<file path="src/rtl/cacheline_adaptor.sv">
// Bridges 256-bit L1 line transactions onto a 4-beat, 64-bit physical memory burst.
// Refills are assembled beat by beat; write-backs are serialised from a latched copy of the line.
module cacheline_adaptor #(
  parameter int BEATS  = 4,
  parameter int BEAT_W = 64
) (
  input  logic                    clk,
  input  logic                    rst,
  input  logic                    read_i,
  input  logic                    write_i,
  input  logic [31:0]             address_i,
  input  logic [BEATS*BEAT_W-1:0] line_i,
  output logic [BEATS*BEAT_W-1:0] line_o,
  output logic                    resp_o,
  output logic [31:0]             address_o,
  output logic                    read_o,
  output logic                    write_o,
  output logic [BEAT_W-1:0]       burst_o,
  input  logic [BEAT_W-1:0]       burst_i,
  input  logic                    resp_i,
  output logic [31:0]             line_count
);

  localparam int LINE_W = BEATS * BEAT_W;
  localparam int CNT_W  = $clog2(BEATS);
  localparam logic [CNT_W-1:0] LAST_BEAT   = CNT_W'(BEATS - 1);
  localparam logic [31:0]      OFFSET_MASK = 32'(LINE_W / 8 - 1);

  typedef enum logic [1:0] {
    IDLE,
    RD_BURST,
    WR_BURST,
    DONE
  } state_t;

  state_t            state, state_nxt;
  logic [CNT_W-1:0]  cnt, cnt_nxt;
  logic [LINE_W-1:0] wr_line, wr_line_nxt;
  logic [LINE_W-1:0] line_nxt;
  logic [31:0]       addr_q, addr_nxt;
  logic [31:0]       line_count_nxt;

  always_ff @(posedge clk or negedge rst) begin
    if (!rst) begin
      state      <= IDLE;
      cnt        <= '0;
      wr_line    <= '0;
      addr_q     <= '0;
      line_o     <= '0;
      line_count <= '0;
    end else begin
      state      <= state_nxt;
      cnt        <= cnt_nxt;
      wr_line    <= wr_line_nxt;
      addr_q     <= addr_nxt;
      line_o     <= line_nxt;
      line_count <= line_count_nxt;
    end
  end

  // Write requests win over reads; requests seen mid-burst are simply re-sampled once back in IDLE.
  always_comb begin
    state_nxt      = state;
    cnt_nxt        = cnt;
    wr_line_nxt    = wr_line;
    addr_nxt       = addr_q;
    line_nxt       = line_o;
    line_count_nxt = line_count;
    case (state)
      IDLE: begin
        if (write_i) begin
          wr_line_nxt = line_i;
          addr_nxt    = address_i;
          cnt_nxt     = '0;
          state_nxt   = WR_BURST;
        end else if (read_i) begin
          addr_nxt  = address_i;
          cnt_nxt   = '0;
          state_nxt = RD_BURST;
        end
      end
      RD_BURST: begin
        if (resp_i) begin
          line_nxt[BEAT_W*cnt +: BEAT_W] = burst_i;
          cnt_nxt = cnt + 1'b1;
          if (cnt == LAST_BEAT) begin
            state_nxt = DONE;
          end
        end
      end
      WR_BURST: begin
        if (resp_i) begin
          cnt_nxt = cnt + 1'b1;
          if (cnt == LAST_BEAT) begin
            state_nxt = DONE;
          end
        end
      end
      DONE: begin
        state_nxt = IDLE;
        if (line_count != '1) begin
          line_count_nxt = line_count + 32'd1;
        end
      end
      default: state_nxt = IDLE;
    endcase
  end

  always_comb begin
    read_o    = 1'b0;
    write_o   = 1'b0;
    resp_o    = 1'b0;
    address_o = '0;
    burst_o   = '0;
    case (state)
      RD_BURST: begin
        read_o    = 1'b1;
        address_o = addr_q & ~OFFSET_MASK;
      end
      WR_BURST: begin
        write_o   = 1'b1;
        address_o = addr_q & ~OFFSET_MASK;
        burst_o   = wr_line[BEAT_W*cnt +: BEAT_W];
      end
      DONE:    resp_o = 1'b1;
      default: ;
    endcase
  end

endmodule

</file>
<file path="config.mk">
export PLATFORM = sky130hd
export DESIGN_NAME = cacheline_adaptor
export DESIGN_NICKNAME = d
export VERILOG_FILES = /design/src/rtl/cacheline_adaptor.sv
export SDC_FILE = /design/constraint.sdc
export NUM_CORES = 1
export LEC_CHECK = 0
export CAP_MARGIN = 5
export CORE_AREA = 5 5 288 290
export DETAILED_ROUTE_END_ITERATION = 8
export DIE_AREA = 0 0 293 295
export PLACE_DENSITY = 0.64
export SYNTH_ARGS = -nofsm -noshare
export SYNTH_HDL_FRONTEND = slang
export SYNTH_SLANG_ARGS = --single-unit
</file>
<file path="constraint.sdc">
create_clock -name clk -period 7.2 [get_ports clk]
set_clock_uncertainty 0.15 [all_clocks]
set_input_delay 0.72 -clock clk [delete_from_list [all_inputs] [get_ports clk]]
set_output_delay 0.72 -clock clk [all_outputs]
set_load 0.05 [all_outputs]
</file>
---- After elaboration in Yosys (flattened, before gate mapping) ----
Cells that the tools add are included.
word-level totals
  flip-flop bits (word level) ............. 580
  bits of input ports ..................... 357
  output and inout bits ................... 387
operators by class
  add/subtract/negate cells ............... 3
  eq/ne operators ......................... 8
  shift-type cells ........................ 3
  muxes and demuxes ....................... 17
  reduce and logical (&&, ||, !) cells .... 10
operator list
  cell                         number
  $bwmux W256                  1
  $shift A64 B34 Y256 const A  1
  $shiftx A256 B9 Y64          1
  $shiftx A64 B34 Y256         1
  $mux W32                     3
  $mux W64                     1
  $neg A8 Y34                  1
  $add A32 B1 Y32 const B      1
  $ne A32 B32 Y1 const B       1
  $mux W2                      7
  $reduce_and A2 Y1            4
  $eq A2 B2 Y1 const B         3
  $pmux W2 S3                  1
  $reduce_and A3 Y1            2
  $ne A2 B1 Y1 const B         2
  $pmux W2 S2                  1
  $reduce_bool A2 Y1           2
  $mux W1                      3
  $ne A3 B3 Y1 const B         1
  $add A2 B1 Y2 const B        1
  $eq A2 B1 Y1 const B         1
  $logic_not A2 Y1             1
  $reduce_or A2 Y1             1

---- Logic depth before layout (Yosys ltp) ----
Gate-level depths: netlist (run 1).
  depth after elaboration ................. 4
  depth in mapped cells ................... 8
  gate-level depth less buffers ........... 7

---- Least setup slack after synthesis (run 1) ----
OpenSTA, ideal clock, no wires.
  kind .................................... register to output
  start point ............................. register cnt[0]
  end point ............................... output burst_o[10]
  data arrival time ....................... 1.980 ns
  required time ........................... 6.330 ns
  slack ................................... 4.350 ns
  cell stages (with the launch flop) ...... 6
  path buffers ............................ 3
  path through ............................ dfrtp_1 clkbuf_1 buf_2 buf_2 mux4_2 and2_1
between the ends
  word-level cells in the longest chain between the ends .. 2
RTL lines
  element                   line  text
  start: declaration        37    logic [CNT_W-1:0] cnt, cnt_nxt;
  start signal: assignment  53    cnt <= cnt_nxt;
  $shiftx A256 B9 Y64       123   burst_o = wr_line[BEAT_W*cnt +: BEAT_W];
  $mux W64                  115   case (state)
  end: declaration          18    output logic [BEAT_W-1:0] burst_o,
Every way passes these cells.

---- Final worst setup path (run 1) ----
  start point ............................. register cnt[0]
  end point ............................... output burst_o[4]
Same word-level chain as after synthesis.

==> qor.csv, run 1 <==
stage,metric,value,unit
run_status,outcome,finished clean,
route,drt_iter0_markers,880,
synthesis,synth-main-ff-cell,dfrtp_1,
die,core-area,0.0800,mm²
route,avgRoutedWirePerCell,23.6,µm
place,port_buffers,733,
synthesis,ys_seq_area_share,61.5,%
synthesis,ys_types,40,
route,drtAntennaViolNets,0,
pwr,peakVddDrop,0.327,mV
synthesis,postSynth.asyncResetShare,100,%
sta,worst-slew-pin-transition,1.02,ns
die,initial_utilization,29.2,%
clocking,cts_tree,done,
clocking,path_clk_slew,0.06,ns
setup_path,r2r_setup_slack,3.45,ns
clocking,cts_buffers,66,
clocking,cts_root_buf,clkbuf_16,
synthesis,yosysWarnings,0,
place,dpl.hpwl,55.8,mm
setup_path,reg2reg_depth,5,
setup_path,cp-startpoint,cnt[0]$_DFFE_PN0P_,
sta,maxSlewViolCount,0,
grt,grt_remaining_overflow,0,
pwr,p_clk_share,23.0,%
clocking,cts_resized,0,
grt,antenna_found_initial,7,
clocking,clkLatencyLatePin,0.60,ns
setup_path,end_kind,output port,
sta,fmax,0.212,GHz
grt,grt_pass1_vias,18370,
clocking,cts_setup_buffers,0,
finish,regArea,0.0144,mm²
sta,finalSetupViolCount,0,
finish,multi_input_area,0.00860,mm²
finish,drive_above_1_share,21.4,%
sta,fin_crit_sh,65.6,%
synthesis,synth.top_cell.area_share,61.5,%
die,fp.dieH,295,µm
route,finalWirelength,79.4,mm
setup_path,crit_arrival,3.85,ns
grt,grt_max_degree,169,
setup_path,worstReg2RegStart,cnt[0]$_DFFE_PN0P_,
die,fp.dieW,293,µm
route,drcViolationCount,0,
pwr,p_seq_share,33.3,%
sta,relSlewSlack,32.2,%
die,rows,104,
setup_path,endpoint,burst_o[4],
clocking,clock_sinks,575,
clocking,clockBufferDepth,3,
pwr,p_leak,14.4,nW
synthesis,synth_edf_count,0,
setup_path,crit_type,flip-flop to output port,
clocking,holdBufCountCts,0,
synthesis,syn_inst,1541,
synthesis,syn_area,0.0234,mm²
hold_path,min_path_type,primary input to async pin,
place,gp_congestion,0.842,
synthesis,yosys-top-cells-area,"dfrtp_1 62%, mux2_2 14%, a22o_1 9.6%",
grt,grt_pass1_wl,118,mm
pwr,power.switching,5.92,mW
sta,period_needed,4.72,ns
route,viasPerCell,4.89,
setup_path,reg2reg_to,line_o[53]$_DFFE_PN0P_,
finish,nets,2623,
sta,finalSetupTns,0,ns
sta,rsz0062_at_grt,false,
finish,area_delta_synth_final,46.3,%
synthesis,syn_area_per_cell,15.2,µm²
die,num_io_pins,744,
sta,final_hold_viol_count,0,
setup_path,crit_required,6.33,ns
synthesis,synth_largest_area_cell,dfrtp_1,
grt,grt.met3_usage,4.65,%
setup_path,crit_fanout,40,
flow_run,drv_cap,0,
grt,grtUsageMet2,30.5,%
setup_path,critPathLaunchType,flip-flop,
finish,utilization,42.7,%
grt,top_usage_layer,met2,
grt,grtUsageMet1,21.0,%
grt,grt_use_total,17.6,%
clocking,h-tree-depth,3,
pwr,pwr-share-comb,43.6,%
synthesis,ys_ff_latch,575,
route,vias,16495,
die,die_area,0.0864,mm²
pwr,p_sw_share,38.8,%
pwr,power_density,445,mW/mm²
pwr,p_int,9.31,mW
route,first_pass_iters,5,
finish,fillers,7289,
layout make-up:
type,count,area share [%]
diodes,8,0.0585
clock buffers,95,5.44
clock inverters,23,1.28
inverters,8,0.0878
multi-input cells,848,25.1
flip-flops and latches,575,42.1
well taps,1060,3.88
repair buffers,754,22.0
through the flow:
stage / power, mW / cell area [µm²] / std cells / setup WS, ns / hold WS, ns
after detailed placement: 11.8 / 31900 / 3245 / 2.95 / 0.338
after global placement: 11.7 / 31900 / 3245 / 2.92 / 0.331
after floorplan: 9.42 / 23400 / 1545 / 4.35 / 0.274
after CTS: 15.4 / 34200 / 3363 / 2.27 / 0.0779
final: 15.2 / 34200 / 3371 / 2.48 / 0.0543
after global routing: 15.9 / 34200 / 3370 / 2.17 / 0.104
routing by layer:
layer  wire (µm)  part of all wire [%]
met2       40400                    51
met3        5740                   7.2
met4        2900                   3.6
met5           0                     0
met1       30400                    38
synth_stat cells (2+ instances only):
| cell type | n |
|---|---|
| and3_1 | 5 |
| clkbuf_1 | 99 |
| and4_1 | 4 |
| nand3_1 | 20 |
| nor3_1 | 2 |
| nor2_1 | 10 |
| dfrtp_1 | 575 |
| buf_2 | 9 |
| buf_4 | 5 |
| mux2_2 | 285 |
| nand4_1 | 18 |
| nor4_1 | 5 |
| nor4_2 | 3 |
| and2_1 | 93 |
| nor2_2 | 2 |
| mux4_2 | 64 |
| nand2_1 | 15 |
| xnor2_1 | 28 |
| inv_1 | 7 |
| a22o_1 | 256 |
| ha_1 | 13 |
| o21ai_0 | 5 |
registers in the layout (all words and copies together), names as in the netlist:
register,cells
line_count,32
wr_line,256
cnt,2
addr_q,27
line_o,256
state,2
cell usage in the layout, fill, tap and decap left out, types with 7 or more instances in the layout:
master and count:
clkdlybuf4s50_1 732, dfrtp_1 573, mux2_2 285, a22o_1 256, and2_1 93, clkbuf_16 66
mux4_2 64, xnor2_1 28, clkbuf_1 19, nand4_1 18, buf_4 18, nand3_1 16
nand2_1 14, ha_1 12, nor2_1 10, clkbuf_8 10, diode_2 8, inv_1 7
bufinv_16 7
kinds of logic after synthesis:
family	share of synthesized area, %
flops	61.5
other cells	0.0160
xor+xnor	1.09
fa+ha+maj	0.696
mux	19.9
simple gates	4.84
compound gates	9.87
buf+inv	2.09
power by group through the flow:
stage,Clock (mW),Combinational [mW],Sequential [mW]
floorplan,0,3.64,5.78
global placement,0,6.61,5.04
detailed placement,0,6.70,5.12
CTS,3.62,6.72,5.08
global route,3.75,6.97,5.21
finish,3.51,6.64,5.08
how the worst min path moves through the flow:
| stage | from | end | slack, ns |
|---|---|---|---|
| floorplan | rst | addr_q[10]$_DFFE_PN0P_ | 0.27 |
| global placement | addr_q[30]$_DFFE_PN0P_ | addr_q[30]$_DFFE_PN0P_ | 0.33 |
| detailed placement | wr_line[178]$_DFFE_PN0P_ | wr_line[178]$_DFFE_PN0P_ | 0.34 |
| CTS | rst | wr_line[238]$_DFFE_PN0P_ | 0.08 |
| global route | rst | wr_line[238]$_DFFE_PN0P_ | 0.10 |
| finish | rst | wr_line[238]$_DFFE_PN0P_ | 0.05 |
worst max-delay path: stages (launching register included):
cell and delay [ns]:
dfrtp_4 0.99, buf_4 0.68, mux4_2 0.58, and2_1 0.18, clkdlybuf4s50_1 0.74
No activity file was read; power rests on OpenSTA's default activity.
==> inputs of run 2 (changes only) <==
- clock period: 7.2 -> 4.5 ns (I/O delays scaled with it)
==> run 2 against run 1 <==
Final area rose by 0.56%. Wire length rose by 0.93%. First-iteration DRC count rose by 7.2%. Clock-buffer cell count rose by 1. Global-route usage rose by 0.14 points. Critical path depth did not move. Register-to-register slack got worse by 2.3 ns. Sequential share of layout area fell by 0.24 points.
==> qor.csv, run 2 (synthesized netlist as in run 1, its figures left out) <==
stage,metric,value,unit,change
route,drcViolationCount,0,,unchanged
die,initial_utilization,29.2,%,unchanged
setup_path,crit_arrival,3.37,ns,was 3.85 ns
pwr,p_leak,14.5,nW,was 14.4 nW
clocking,cts_root_buf,clkbuf_16,,unchanged
clocking,cts_setup_buffers,0,,unchanged
setup_path,end_kind,output port,,unchanged
setup_path,crit_buf_inv,2,,unchanged
setup_path,path_depth,4,,unchanged
route,drtAntennaViolNets,0,,unchanged
setup_path,crit_slowest_cell,dfrtp_4,,unchanged
die,fp.dieH,295,µm,unchanged
route,drt_iter0_markers,943,,was 880
setup_path,path_cells,buf_4 > mux4_2 > and2_1 > clkdlybuf4s50_1,,unchanged
sta,worst-slew-pin-transition,1.02,ns,about the same
setup_path,critPathLaunchType,flip-flop,,unchanged
pwr,power_density,710,mW/mm²,was 445 mW/mm²
sta,relSlewSlack,32.0,%,was 32.2%
pwr,peakVddDrop,0.639,mV,was 0.327 mV
grt,grt_use_total,17.8,%,was 17.6%
finish,nets,2638,,was 2623
finish,utilization,43.0,%,was 42.7%
sta,fmax,0.252,GHz,
die,fp.dieW,293,µm,unchanged
sta,rsz0062_at_grt,false,,unchanged
hold_path,min_path_type,primary input to flip-flop,,was primary input to async pin
setup_path,critical_path.max_stage_delay,0.94,ns,was 0.99 ns
flow_run,drv_cap,0,,unchanged
finish,layout_commonest_cell,clkdlybuf4s50_1,,unchanged
die,num_io_pins,744,,unchanged
clocking,cts_buffers,68,,was 66
clocking,holdBufCountCts,1,,was 0
clocking,cts_resized,0,,unchanged
setup_path,crit_type,flip-flop to output port,,unchanged
setup_path,critPathTopFamily,buffers and inverters,,unchanged
route,finalWirelength,80.2,mm,was 79.4 mm
route,vias,16643,,was 16.5k
sta,final_hold_viol_count,0,,unchanged
clocking,clockBufferDepth,3,,unchanged
die,die_area,0.0864,mm²,unchanged
setup_path,crit_required,3.90,ns,was 6.33 ns
finish,drive_above_1_share,22.2,%,was 21.4%
grt,grt_pass1_wl,119,mm,was 118 mm
clocking,clock_sinks,575,,unchanged
die,core-area,0.0800,mm²,unchanged
clocking,cts_tree,done,,unchanged
place,preCtsSetupSlack,1.06,ns,was 2.95 ns
hold_path,hold_depth,2,,
clocking,path_clk_slew,0.06,ns,about the same
sta,setup_slack,0.535,ns,was 2.48 ns
sta,period_needed,3.97,ns,
finish,top_regs,"line_o x256, wr_line x256, line_count x32",,unchanged
grt,grt_remaining_overflow,0,,unchanged
place,dpl.hpwl,57.1,mm,was 55.8 mm
route,first_pass_iters,4,,was 5
setup_path,reg2reg_depth,6,,was 5
grt,antenna_found_initial,18,,was 7
die,rows,104,,unchanged
sta,finalSetupViolCount,0,,unchanged
place,gp_congestion,0.851,,was 0.842
finish,final_cell_mix,"732 x clkdlybuf4s50_1, 573 x dfrtp_1, 285 x mux2_2, 256 x a22o_1, 93 x and2_1",,unchanged
route,avgRoutedWirePerCell,23.6,µm,about the same
sta,maxSlewViolCount,0,,unchanged
route,viasPerCell,4.90,,was 4.89
grt,grt_max_degree,100,,was 169
clocking,clkLatencyLatePin,0.60,ns,about the same
sta,finalSetupTns,0,ns,unchanged
setup_path,crit_fanout,32,,was 40
run_status,outcome,finished clean,,unchanged
clocking,h-tree-depth,3,,unchanged
grt,grt_pass1_vias,18498,,was 18.4k
finish,area_delta_synth_final,47.1,%,was 46.3%
place,port_buffers,733,,unchanged
sta,fin_crit_sh,88.1,%,
## run 2: changes by cell type in the layout (fill, tap and decap cells not counted), moves of 2 or more
cell	change
clkbuf_8	+5
buf_12	+6
diode_2	+9
inv_16	+2
clkbuf_16	+2
buf_4	+6
clkinv_16	-4
inv_6	+4
bufinv_16	-2
clkinv_2	+2
clkbuf_1	-6
## run 2: final timing paths
kind | start | to | slack, ns
worst min-delay path | line_i[74] | wr_line[74]$_DFFE_PN0P_ | 0.32
min in group asynchronous | rst | wr_line[104]$_DFFE_PN0P_ | 0.40
worst max-delay path | cnt[0]$_DFFE_PN0P_ | burst_o[20] | 0.53
worst min register to register | wr_line[137]$_DFFE_PN0P_ | wr_line[137]$_DFFE_PN0P_ | 0.35
max in group asynchronous | rst | line_o[161]$_DFFE_PN0P_ | 2.61
worst max register to register | cnt[0]$_DFFE_PN0P_ | line_o[173]$_DFFE_PN0P_ | 1.12
## run 2: layout make-up
| class | instances | area, µm² |
|---|---|---|
| clock buffer | 96 | 1960 |
| antenna | 17 | 42.5 |
| inverter | 8 | 30.0 |
| fill | 7244 | 45600 |
| multi-input combinational | 848 | 8600 |
| sequential | 575 | 14400 |
| timing repair buffer | 767 | 7710 |
| tap | 1060 | 1330 |
| clock inverter | 25 | 338 |
## run 2: where the power goes
part           total, mW  internal [mW]  switching, mW
registers           8.11           6.96           1.15
logic               10.7           4.66           6.06
clock network       5.62           3.36           2.26
total               24.4           15.0           9.46
## run 2: routing by layer
layer / vias to the layer above / part of all wire (%) / global-route usage (%)
met3: 169 / 7.6 / 4.99
met2: 673 / 50 / 29.7
met1: 8605 / 38 / 21.4
li1: 7194 / - / -
met4: 2 / 4.4 / 8.17
met5: - / 0.025 / 0
## run 2: stage by stage
step / cells / hold slack [ns] / total power, mW / instance area (µm²)
CTS: 3379 / 0.261 / 24.7 / 34400
global route: 3396 / 0.279 / 25.6 / 34400
finish: 3396 / 0.318 / 24.4 / 34400
global placement: 3257 / 0.331 / 18.7 / 32100
floorplan: 1545 / 0.00441 / 15.1 / 23400
detailed placement: 3257 / 0.339 / 19.0 / 32100
==> inputs of run 3 (changes only) <==
- CELL_PAD_IN_SITES_DETAIL_PLACEMENT: default -> 0
- CELL_PAD_IN_SITES_GLOBAL_PLACEMENT: default -> 1
- CORE_AREA: 5 5 288 290 -> 5 5 289 291
- CTS_CLUSTER_DIAMETER: default -> 30
- DIE_AREA: 0 0 293 295 -> 0 0 294 296
- PLACE_DENSITY: 0.64 -> default
- PLACE_DENSITY_LB_ADDON: default -> 0.1
==> run 3 against run 2 <==
Worst setup slack worse by 0.0066 ns. Sequential share of layout area decreased by 3.5 points. Final cell count is 4.7% higher. Final area grew 9.0%. Hold slack got worse by 0.10 ns. Utilization up 3.7 points. Maximum frequency decreased by 0.17%. Critical path depth unchanged. Global-route usage is 1.9 points higher. Combinational power about the same. Wire length is 10% higher. Critical endpoint is now burst_o[53]. Sequential power down 0.5%.
==> qor.csv, run 3 (synthesized netlist as in run 1, its figures left out) <==
stage,metric,value,unit,change
pwr,peakVddDrop,0.696,mV,was 0.639 mV
sta,fmax,0.252,GHz,about the same
sta,rsz0062_at_grt,false,,unchanged
sta,fin_crit_sh,88.3,%,was 88.1%
sta,maxSlewViolCount,0,,unchanged
clocking,holdBufCountCts,1,,unchanged
finish,drive_above_1_share,26.7,%,was 22.2%
route,avgRoutedWirePerCell,24.8,µm,was 23.6 µm
route,finalWirelength,88.3,mm,was 80.2 mm
run_status,outcome,finished clean,,unchanged
grt,grt_pass1_vias,19177,,was 18.5k
finish,top_regs,"line_o x256, wr_line x256, line_count x32",,unchanged
pwr,finalPower,29.8,mW,was 24.4 mW
die,initial_utilization,29.1,%,was 29.2%
place,gp_congestion,0.797,,was 0.851
place,place_inst,3267,,was 3257
finish,multi_input_area,0.00863,mm²,was 0.00860 mm²
finish,layout_commonest_cell,clkdlybuf4s50_1,,unchanged
route,viasPerCell,4.80,,was 4.90
clocking,cts_tree,done,,unchanged
setup_path,worstReg2RegStart,cnt[0]$_DFFE_PN0P_,,unchanged
sta,relSlewSlack,38.4,%,was 32.0%
setup_path,crit_required,3.90,ns,about the same
sta,worst-slew-pin-transition,0.923,ns,was 1.02 ns
setup_path,crit_fanout,33,,was 32
sta,period_needed,3.97,ns,about the same
place,dpl.hpwl,62.6,mm,was 57.1 mm
die,die_area,0.0870,mm²,was 0.0864 mm²
setup_path,critPathLaunchType,flip-flop,,unchanged
route,drtAntennaViolNets,0,,unchanged
setup_path,reg2reg_depth,7,,was 6
grt,grt_use_total,19.6,%,was 17.8%
finish,nets,2733,,was 2638
finish,fillers,7063,,was 7244
setup_path,crit_type,flip-flop to output port,,unchanged
grt,antenna_found_initial,22,,was 18
finish,stdcell_count,3557,,was 3396
die,num_io_pins,744,,unchanged
finish,fin_area,0.0375,mm²,was 0.0344 mm²
clocking,cts_root_buf,clkbuf_16,,unchanged
clocking,clock_sinks,575,,unchanged
clocking,cts_setup_buffers,0,,unchanged
sta,finalSetupViolCount,0,,unchanged
sta,final_hold_viol_count,0,,unchanged
clocking,cts_resized,0,,unchanged
setup_path,reg2reg_to,line_o[39]$_DFFE_PN0P_,,was line_o[173]$_DFFE_PN0P_
place,post_dp_cell_area,0.0322,mm²,was 0.0321 mm²
die,core-area,0.0803,mm²,was 0.0800 mm²
route,vias,17067,,was 16.6k
clocking,path_clk_slew,0.04,ns,was 0.06 ns
pwr,p_leak,16.0,nW,was 14.5 nW
die,rows,104,,unchanged
clocking,h-tree-depth,4,,was 3
place,port_buffers,733,,unchanged
route,first_pass_iters,4,,unchanged
setup_path,crit_arrival,3.37,ns,about the same
sta,finalSetupTns,0,ns,unchanged
grt,grt_pass1_wl,128,mm,was 119 mm
finish,regArea,0.0144,mm²,unchanged
hold_path,min_path_type,primary input to async pin,,was primary input to flip-flop
flow_run,drv_cap,0,,unchanged
die,fp.dieH,296,µm,was 295 µm
finish,final_cell_mix,"732 x clkdlybuf4s50_1, 573 x dfrtp_1, 285 x mux2_2, 256 x a22o_1, 155 x clkbuf_16",,"was 732 x clkdlybuf4s50_1, 573 x dfrtp_1, 285 x mux2_2, 256 x a22o_1, 93 x and2_1"
route,drt_iter0_markers,686,,was 943
finish,area_delta_synth_final,60.3,%,was 47.1%
clocking,clockBufferDepth,3,,unchanged
die,fp.dieW,294,µm,was 293 µm
clocking,cts_buffers,153,,was 68
setup_path,end_kind,output port,,unchanged
grt,grt_remaining_overflow,0,,unchanged
setup_path,r2r_setup_slack,1.15,ns,was 1.12 ns
finish,utilization,46.7,%,was 43.0%
pwr,power_density,795,mW/mm²,was 710 mW/mm²
grt,grt_max_degree,99,,was 100
clocking,clkLatencyLatePin,0.70,ns,was 0.60 ns
route,drcViolationCount,0,,unchanged
==> run 3: area by class of cell <==
cell class | instances | area share [%]
antenna | 17 | 0.113
clock buffer | 207 | 11.6
clock inverter | 65 | 2.46
inverter | 8 | 0.0801
multi-input combinational | 848 | 23.0
sequential | 575 | 38.4
tap | 1060 | 3.54
timing repair buffer | 777 | 20.8
==> run 3: metal layers <==
metal	track usage, %	vias up	wire [µm]
met5	0	-	43
met4	8.48	6	2870
met1	21.8	8828	32500
met3	7.66	153	7440
met2	33.8	615	45400
li1	-	7465	-
==> run 3: how the worst max path moves through the flow <==
stage               slack [ns]          startpoint  depth (start not counted)                      end
floorplan                 1.67  cnt[1]$_DFFE_PN0P_                          8  line_o[100]$_DFFE_PN0P_
global placement          1.09  cnt[0]$_DFFE_PN0P_                          4              burst_o[53]
detailed placement        1.08  cnt[0]$_DFFE_PN0P_                          7   line_o[50]$_DFFE_PN0P_
CTS                       0.36  cnt[0]$_DFFE_PN0P_                          4              burst_o[53]
global route              0.31  cnt[0]$_DFFE_PN0P_                          4              burst_o[53]
finish                    0.53  cnt[0]$_DFFE_PN0P_                          4              burst_o[53]
==> run 3: critical path, stage by stage, from the launching register on <==
cell and delay [ns]:
dfrtp_4 0.90, buf_4 0.32, mux4_2 0.53, and2_1 0.17, clkdlybuf4s50_1 0.74
==> run 3: per-stage QoR <==
stage | setup slack, ns | hold WS, ns
floorplan | 1.67 | 0.00441
global placement | 1.09 | 0.329
detailed placement | 1.08 | 0.338
CTS | 0.364 | 0.155
global route | 0.307 | 0.172
finish | 0.528 | 0.218
==> run 3: power by group <==
group          internal [mW]  leakage, nW  total [mW]  switching (mW)
Combinational           4.71         6.03        10.9            6.15
Sequential              6.98         7.38        8.07            1.09
Clock                   7.54         2.58        10.9            3.32
==> RTL edit (flow settings as in run 3) <==
Make the reset (`rst`) synchronous in one clocked block.
--- a/src/rtl/cacheline_adaptor.sv
+++ b/src/rtl/cacheline_adaptor.sv
@@ -41,5 +41,5 @@
   logic [31:0]       line_count_nxt;
 
-  always_ff @(posedge clk or negedge rst) begin
+  always_ff @(posedge clk) begin
     if (!rst) begin
       state      <= IDLE;
Function: differs if rst is asserted again (counterexample within 4 cycles, from zero or initial values and one cycle with rst low); with rst held inactive, the same outputs for 4 cycles.
==> RTL edit against run 3 <==
First-iteration DRC count increased by 67%. Wire length increased by 9.5%. Global-route usage increased by 1.4 points. Worst setup slack got worse by 0.11 ns. Synthesized cell count increased by 63%. Cell count increased by 24%. Cell area decreased by 4.6%. Utilization decreased by 2.1 points. Sequential share of layout area decreased by 6.2 points. Synthesized area decreased by 5.3%. Sequential cell count unchanged. Critical path type unchanged. Critical endpoint is now burst_o[45]. Largest cell class unchanged. Highest routed layer unchanged.
Power is not compared: it rests on default switching activity, and its combinational part moved more than twofold at a synthesized area within 25%.
==> RTL edit: results (changes against run 3) <==
WHS: 0.1506 ns (-0.06758 ns)
Met3 WL: 8833 um (+19%)
Via count: 21280 (+25%)
GP Congestion: 0.8136 (+2.1%)
Area contributors post-synth: dfxtp_1 (52%), nand2_1 (9.8%), a22oi_1 (8.7%)
Met2 GRT Util: 34.72% (+0.93 points)
Tmin final: 4.082 ns (+0.1100 ns)
Wire length after detailed routing: 96680 um (+9.5%)
Pin count of the biggest net entering global routing: 140 (+41%)
Reg2reg path depth: 7 (unchanged)
M1 WL: 38440 um (+18%)
Synth Area in Adders: 0.7342% (+0.039 points)
Synth cell count leaders: nand2_1 (581), dfxtp_1 (575), a21oi_1 (304)
First-pass GRT wire length: 140500 um (+9.8%)
Worst hold path class: in -> reg
Worst-path fanout max: 47 (+42%)
Critical-path top delay cell: dfxtp_4
GR Util met3: 8.695% (+1.0 points)
Post-CTS Setup Inserts: 0 (unchanged)
Complex-gate fraction of the synthesized area: 16.72% (+6.9 points)
Ys async rst share: 0% (-100 points)
Reg clk slew, reported paths: 0.04 ns (about the same)
Worst Hold End: wr_line[182]
CP max stage delay: 1.01 ns (+0.11 ns)
# nets final: 3581 (+31%)
Synth cell types: 51 (+28%)
Initial antenna violation count: 22 (unchanged)
Cts repair resizes: 0 (unchanged)
Post-synthesis mux area share: 6.551% (-13 points)
Initial DRC count: 1145 (+67%)
Reg-to-reg critical path endpoint: line_o[136]
Post-synthesis xor/xnor area fraction: 0.4744% (-0.61 points)
Worst slack at placement: 0.9398 ns (-0.1398 ns)
Leak pwr: 12.95 nW
Vias in the first global route: 21820 (+14%)
Clock Tree Buf Depth: 3 (unchanged)
Layout cell share with drive strength beyond 1: 11.55% (-15 points)
Routed wl met2: 46230 um (+1.9%)
# fillers: 7736 (+9.5%)
CTS buffer count: 148 (-3.3%)
Detailed-route vias per instance: 4.831 (+0.69%)
Crit path to: burst_o[45]
DP Cell Count: 4121 (+26%)
Met1 usage: 24.48% (+2.7 points)
Status: complete, no violations
Worst reg2reg setup slack: 1.05 ns (-0.10 ns)
Post-Syn Instances: 2505 (+63%)
Placed cell areas: 30420 um^2 (-5.5%)
Pre-Repair DR Iteration Count: 5 (+1)
Family with the most delay on the worst path: buffers and inverters
Slew Limit Headroom: 25.88% (-13 points)
Pwr Total: 21.26 mW
Sequential area share after synthesis: 51.96% (-9.6 points)
R2R Path Start: cnt[0]
Total track usage: 21.01% (+1.4 points)
Final HPWL DP: 65940 um (+5.3%)
-- RTL edit: report_power, final --
group	switching (mW)	internal, mW	leakage [nW]
clock	3.39	7.69	2.59
combinational	2.53	1.57	5.69
sequential	0.410	5.67	4.68
-- RTL edit: cell type report --
class / count / area (um^2) / area share (%)
inverters: 10 / 45.04 / 0.1258
repair buffers: 763 / 7675 / 21.44
diodes: 13 / 32.53 / 0.09089
clock buffers: 197 / 4179 / 11.68
clock inverters: 74 / 1157 / 3.233
multi-input cells: 1713 / 9859 / 27.55
flip-flops and latches: 575 / 11520 / 32.18
well taps: 1060 / 1326 / 3.705
-- RTL edit: kinds of logic after synthesis --
kind of cell	count (synthesis)
buf+inv	221
compound gates	591
other cells	1
flops	575
xor+xnor	12
mux	65
fa+ha+maj	13
simple gates	1027
-- RTL edit: tightest hold or removal path, stage by stage --
cell and delay [ns]:
clkdlybuf4s50_1 0.40, nand2_1 0.05, a21oi_1 0.05
